File: src/rtl/serial_subtractor.sv
// serial_subtractor: bit-serial a - b - bin, LSB first, one bit per clock.
// Latency: start sampled at edge N -> busy for cycles N+1..N+WIDTH, done pulse in cycle N+WIDTH+1.
// Backpressure: none; start is ignored while busy and accepted in IDLE or in the DONE cycle.
//
// Ports:
//   clk, rst       single clock, asynchronous active-high reset
//   start          request a new subtraction (accepted when not busy)
//   a, b, bin      minuend, subtrahend, borrow-in (captured on acceptance)
//   diff, bout     registered result and borrow-out, held until the next completion
//   busy, done     state decodes: RUN and the single-cycle DONE state
module serial_subtractor #(
  parameter int WIDTH = 4
) (
  input  logic             clk,
  input  logic             rst,
  input  logic             start,
  input  logic [WIDTH-1:0] a,
  input  logic [WIDTH-1:0] b,
  input  logic             bin,
  output logic [WIDTH-1:0] diff,
  output logic             bout,
  output logic             busy,
  output logic             done
);

  localparam int CW = $clog2(WIDTH);
  localparam logic [CW-1:0] LAST = CW'(WIDTH - 1);

  typedef enum logic [1:0] {
    IDLE = 2'd0,
    RUN  = 2'd1,
    DONE = 2'd2
  } state_t;

  state_t           state_q;
  logic [WIDTH-1:0] a_q;
  logic [WIDTH-1:0] b_q;
  logic [WIDTH-1:0] res_q;
  logic [WIDTH-1:0] diff_q;
  logic             br_q;
  logic             bout_q;
  logic [CW-1:0]    cnt_q;

  logic             bit_d;
  logic             br_d;
  logic [WIDTH-1:0] res_d;

  // Operand registers shift right so bit 0 is always the bit being processed.
  assign bit_d = a_q[0] ^ b_q[0] ^ br_q;
  assign br_d  = (~a_q[0] & b_q[0]) | (~(a_q[0] ^ b_q[0]) & br_q);
  // Result bits enter at the MSB; after WIDTH shifts the first bit lands in bit 0.
  assign res_d = {bit_d, res_q[WIDTH-1:1]};

  always_ff @(posedge clk or posedge rst) begin
    if (rst) begin
      state_q <= IDLE;
      a_q     <= '0;
      b_q     <= '0;
      res_q   <= '0;
      diff_q  <= '0;
      br_q    <= 1'b0;
      bout_q  <= 1'b0;
      cnt_q   <= '0;
    end else begin
      case (state_q)
        IDLE, DONE: begin
          if (start) begin
            a_q     <= a;
            b_q     <= b;
            br_q    <= bin;
            res_q   <= '0;
            cnt_q   <= '0;
            state_q <= RUN;
          end else begin
            state_q <= IDLE;
          end
        end
        RUN: begin
          a_q   <= a_q >> 1;
          b_q   <= b_q >> 1;
          br_q  <= br_d;
          res_q <= res_d;
          cnt_q <= cnt_q + CW'(1);
          if (cnt_q == LAST) begin
            diff_q  <= res_d;
            bout_q  <= br_d;
            state_q <= DONE;
          end
        end
        default: state_q <= IDLE;
      endcase
    end
  end

  assign diff = diff_q;
  assign bout = bout_q;
  assign busy = (state_q == RUN);
  assign done = (state_q == DONE);

endmodule

File: config.mk
export PLATFORM = sky130hd
export DESIGN_NAME = serial_subtractor
export DESIGN_NICKNAME = d
export VERILOG_FILES = /design/src/rtl/serial_subtractor.sv
export SDC_FILE = /design/constraint.sdc
export NUM_CORES = 1
export LEC_CHECK = 0
export CORE_ASPECT_RATIO = 1.1
export CORE_MARGIN = 3
export CORE_UTILIZATION = 29
export DETAILED_ROUTE_END_ITERATION = 10
export GPL_ROUTABILITY_DRIVEN = 0
export HOLD_SLACK_MARGIN = 0.08
export PLACE_DENSITY = 0.49
export SLEW_MARGIN = 20
export SYNTH_ARGS = -nofsm -noshare
export SYNTH_HDL_FRONTEND = slang
export SYNTH_SLANG_ARGS = --single-unit
File: constraint.sdc
create_clock -name clk -period 3.5 [get_ports clk]
set_clock_uncertainty 0.1 [all_clocks]
set_input_delay 0.35 -clock clk [delete_from_list [all_inputs] [get_ports clk]]
set_output_delay 0.35 -clock clk [all_outputs]
set_load 0.005 [all_outputs]
# Yosys cells after proc, flatten, opt, wreduce, memory -nomap -nowiden

Cells that the tools add are included.

$add $sub $neg: 1
Eq/ne operators: 5
Muxes and demuxes: 13
Bitwise logic cells: 7
Reductions and logical operators: 5

Operators with widths:

| operator                                              | number |
|---|---|
| one-hot mux 4 bit (2 select lines)                    | 3 |
| two-way mux 4 bit                                     | 3 |
| one-hot mux 2 bit (2 select lines)                    | 2 |
| == test 2 bit, second input constant                  | 2 |
| two-way mux 2 bit                                     | 2 |
| AND reduction 2 bit                                   | 2 |
| adder 2 x 1 -> 2 bit, second input constant           | 1 |
| AND 1 bit                                             | 2 |
| == test 2 x 1 -> 1 bit, second input constant         | 1 |
| logical NOT 2 bit                                     | 1 |
| two-way mux 1 bit                                     | 2 |
| inequality test 2 x 1 -> 1 bit, second input constant | 1 |
| inequality test 2 bit, second input constant          | 1 |
| NOT 1 bit                                             | 2 |
| one-hot mux 1 bit (2 select lines)                    | 1 |
| nonzero test 2 bit                                    | 1 |
| OR reduction 2 bit                                    | 1 |
| XOR 1 bit                                             | 2 |
| bitwise OR 1 bit                                      | 1 |

Register bits after elaboration: 22
Bits of input ports: 12
Output and inout bits: 7
Logic and storage cells: 39

# Logic depth before layout (Yosys ltp)

Word-level depth: 5
Depth in mapped cells: 5
Mapped depth without buffers: 5

# Least setup slack after synthesis

OpenSTA, ideal clock, no wires.

Kind: register to register
From: register a_q[0]
To: register res_q[3]
Setup time: 0.126 ns
Arrival: 1.238 ns
Data required time: 3.274 ns
Slack: 2.036 ns
Stages on the path, launching flop included: 5
Path buffers: 0
Clock period less this slack: 1.464 ns
Cells stage by stage: dfrtp_1 fa_1 mux2_2 nand2_1 o21ai_0

Word-level cells in the longest chain between the ends: 3

Ends and longest elaborated chain:

| what                               | RTL line | RTL |
|---|---|---|
| from (decl)                        | 36       | `logic [WIDTH-1:0] a_q;` |
| from (signal assigned)             | 79       | `a_q <= a_q >> 1;` |
| XOR 1 bit (2 in series)            | 49       | `assign bit_d = a_q[0] ^ b_q[0] ^ br_q;` |
| via bit_d                          | 44       | `logic bit_d;` |
| one-hot mux 4 bit (2 select lines) | 65       | `case (state_q)` |
| to (signal assigned)               | 82       | `res_q <= res_d;` |
| to (decl)                          | 38       | `logic [WIDTH-1:0] res_q;` |

The timed path passes the listed nets, and every way through them passes these cells.
A chain may end at the register's enable or synchronous reset.

# Final worst setup path

From: register state_q[0]
To: output busy

Word-level cells in the longest chain between the ends: 1

Ends and longest elaborated chain:

| what                   | RTL line | RTL |
|---|---|---|
| from (decl)            | 35       | `state_t state_q;` |
| from (signal assigned) | 56       | `state_q <= IDLE;` |
| from (signal assigned) | 73       | `state_q <= RUN;` |
| from (signal assigned) | 75       | `state_q <= IDLE;` |
| == test 2 x 1 -> 1 bit | 97       | `assign busy = (state_q == RUN);` |
| to (decl)              | 22       | `output logic busy,` |

No other way between the ends.

==> metrics.md <==
| Metric | Value |
|---|---|
| Antenna Cells | 0 |
| Sequence of cells on the critical path | nor2b_1 > clkdlybuf4s50_1 |
| WL/cell | 12.0 um |
| Setup Fix Bufs, Post-CTS | 0 |
| Chip Width | 65.4 um |
| CTS tree | built |
| Pwr Density | 829 nW/um^2 |
| Main combinational cell family by area after synthesis | multiplexers |
| Ranking of synthesized cells by area | dfrtp_1, mux2i_1, mux2_4 |
| DP HPWL | 1340 um |
| Unique masters post-synth | 21 |
| Die area | 4660 um^2 |
| IO Port Bufs | 18 |
| P_sw | 0.000379 W |
| CTS hold repair buffers | 0 |
| Top delay family on crit path | flip-flops |
| Top sig layer | met4 |
| Synthesized cell area | 1120 um^2 |
| Slew @ Worst Pin | 0.952 ns |
| Metal-1 WL | 946 um |
| Worst VDD drop | 0.000303 V |
| Internal Pwr Total | 0.000748 W |
| Top-area cell type share of the netlist area | 46.8% |
| Clock sinks | 21 |
| DR iter-0 viols | 16 |
| Mux cell area share after synthesis | 18.8% |
| Clock Power Share | 14.1% |
| Req. time, crit path | 3.05 ns |
| Finished Cell Area | 1360 um^2 |
| Largest net degree at the start of global routing | 33 |
| Seq/Total Area, Yosys | 46.8% |
| Tightest Hold Check Type | reg2reg |
| Post-Synth Adder-Cell Area | 2.90% |
| CTS buffer count | 3 |
| Drt drc | 0 |
| TNS Setup | 0 ns |
| Leakage | 0.581 nW |
| GRT overflow | 0 |
| Net count after synthesis | 112 |
| WS Path Type | reg2out |
| First-pass GRT wire length | 3300 um |
| CP max stage delay | 0.97 ns |
| Final nets | 129 |
| # rows | 23 |
| Drt first pass iters | 2 |
| Initial antenna violation count | 0 |
| Post_cts resized | 0 |
| Synth Area in Compound Gates | 11.7% |
| Core Footprint | 3680 um^2 |
| Worst path arrival time | 1.97 ns |
| Clock transition at the registers of the reported paths | 0.08 ns |
| DR vias | 751 |
| DRT Wirelength | 1970 um |
| Status | complete, no violations |
| Root Buffer | clkbuf_8 |
| Placed Area | 1310 um^2 |
| Crit path buf inv count | 1 |
| Tcrit/Tclk final | 69.1% |
| H-tree levels | 1 |
| Finished Layout Cells | 164 |
| Crit end category | primary output |
| Max Slew Vio Count | 0 |
| Synth area leader | dfrtp_1 |
| Critical path's slowest cell | dfrtp_1 |
| Switching part of the total | 33.6% |
| DIE HEIGHT | 71.3 um |
| Synth Warn # | 0 |
| Worst skew pair latency | 0.25 ns |
| Simple-gate share of the synthesized area | 12.2% |
| Post-Place Cells | 160 |
| Final setup violation count | 0 |
| Flops & latches, synth | 21 |
| Share of layout cells above drive strength 1 | 14.0% |
| Rel. slew slack | 36.6% |
| Share of total power in combinational logic | 44.4% |
| Worst-path maximum fanout | 32 |
| Met2 WL | 924 um |
| Worst Setup Start Kind | flip-flop |
| Syn Inst Count | 98 |
| Num ports | 19 |
| Area delta synth->final | 20.9% |
| Synth Area in XOR/XNOR | 0.780% |
| Met3 routed WL | 91 um |
| Min Tclk post-route | 2.42 ns |
| Hold Fails Final Rpt | 0 |
| # Max-Cap Violations | 0 |
| DRT antenna net count | 0 |
| RSZ-0062 raised after global routing | false |
| Avg Vias per Cell | 4.58 |
| Initial Util | 30.5% |
| Avg Cell Area, Syn | 11.5 um^2 |
| Vias in the first global route | 736 |
| Sequential share of power | 41.5% |
| Clock Tree Buf Depth | 2 |
| GRT Total Usage | 9.06% |
| Fmax | 0.414 GHz |
worst reg2reg max path, delay by kind of cell (launching register included):
family	cells	cell delay [ns]
multiplexers	1	0.35
AND/OR/NAND/NOR	1	0.24
flip-flops	1	0.97
layout by cell type (no fill, tap or decap):
cell	instances
a211oi_1	7
a21oi_1	7
a22o_1	1
buf_4	1
clkbuf_8	3
clkdlybuf4s50_1	18
clkinv_2	1
dfrtp_1	21
fa_1	1
ha_1	1
inv_1	4
mux2_2	5
mux2_4	5
mux2i_1	8
nand2_1	5
nand2b_1	4
nand3_1	2
nand3b_4	1
nor2_1	2
nor2b_1	9
o21ai_0	7
xnor2_1	1
per-layer routing:
metal  GRT usage [%]  up-vias
met2            15.0       18
li1                -      372
met3            2.66        2
met1            11.4      359
met5               0        -
met4            2.76        0
sequential cells by signal, indices dropped and copies added (netlist names):
| register | cells |
|---|---|
| b_q | 4 |
| br_q | 1 |
| bout | 1 |
| a_q | 4 |
| res_q | 3 |
| state_q | 2 |
| diff | 4 |
| cnt_q | 2 |
cell usage after synthesis:
cell type	instances
buf_2	1
a21oi_1	7
o21ai_0	7
mux2_4	5
nor2b_1	9
mux2i_1	8
fa_1	1
nand3b_4	1
ha_1	1
dfrtp_1	21
inv_1	4
nand2b_1	4
nand2_1	5
mux2_2	5
nand3_1	2
a211oi_1	7
a22o_1	1
nor2_1	2
buf_6	3
xnor2_1	1
buf_4	3
path summary, 6_finish.rpt:
| check | from | cells after the start | slack [ns] | end |
|---|---|---|---|---|
| worst max-delay path | state_q[0]$_DFFE_PP0P_ | 2 | 1.08 | busy |
| worst min-delay path | bout$_DFFE_PP0P_ | 2 | 0.40 | bout$_DFFE_PP0P_ |
| worst max register to register | state_q[0]$_DFFE_PP0P_ | 2 | 1.73 | diff[2]$_DFFE_PP0P_ |
| worst min register to register | bout$_DFFE_PP0P_ | 2 | 0.40 | bout$_DFFE_PP0P_ |
| max in group asynchronous | rst | 2 | 2.34 | b_q[2]$_DFFE_PP0P_ |
| min in group asynchronous | rst | 2 | 0.46 | diff[0]$_DFFE_PP0P_ |
area by class of cell:
type                            count  area (um^2)
Tap cell                           50         62.6
Timing Repair Buffer               19          188
Sequential cell                    21          526
Inverter                            4         15.0
Multi-Input combinational cell     66          522
Fill cell                         389         2320
Clock inverter                      1         5.00
Clock buffer                        3         41.3
power groups by stage:
stage,combinational (W),clock (W),sequential (W)
final,0.000501,0.000159,0.000467
after global routing,0.000555,0.000176,0.000489
after CTS,0.000511,0.000170,0.000471
after detailed placement,0.000509,0,0.000476
after global placement,0.000493,0,0.000469
after floorplan,0.000423,0,0.000422
stage by stage:
step / utilization, % / hold WS [ns] / worst slack (ns) / power, W
floorplan: - / 0.227 / 2.04 / 0.000845
global placement: 35.6 / 0.370 / 1.40 / 0.000963
detailed placement: 35.6 / 0.391 / 1.37 / 0.000985
CTS: 36.9 / 0.411 / 1.07 / 0.00115
global route: 36.9 / 0.427 / 0.953 / 0.00122
finish: 36.9 / 0.399 / 1.08 / 0.00113
logic make-up (layout without fill, tap and decap cells):
family	Yosys count	after routing
mux	18	18
fa+ha+maj	2	2
xor+xnor	1	1
buf+inv	11	27
flops	21	21
compound gates	22	22
simple gates	23	23
Note: power is estimated with default switching activity, not from simulation.
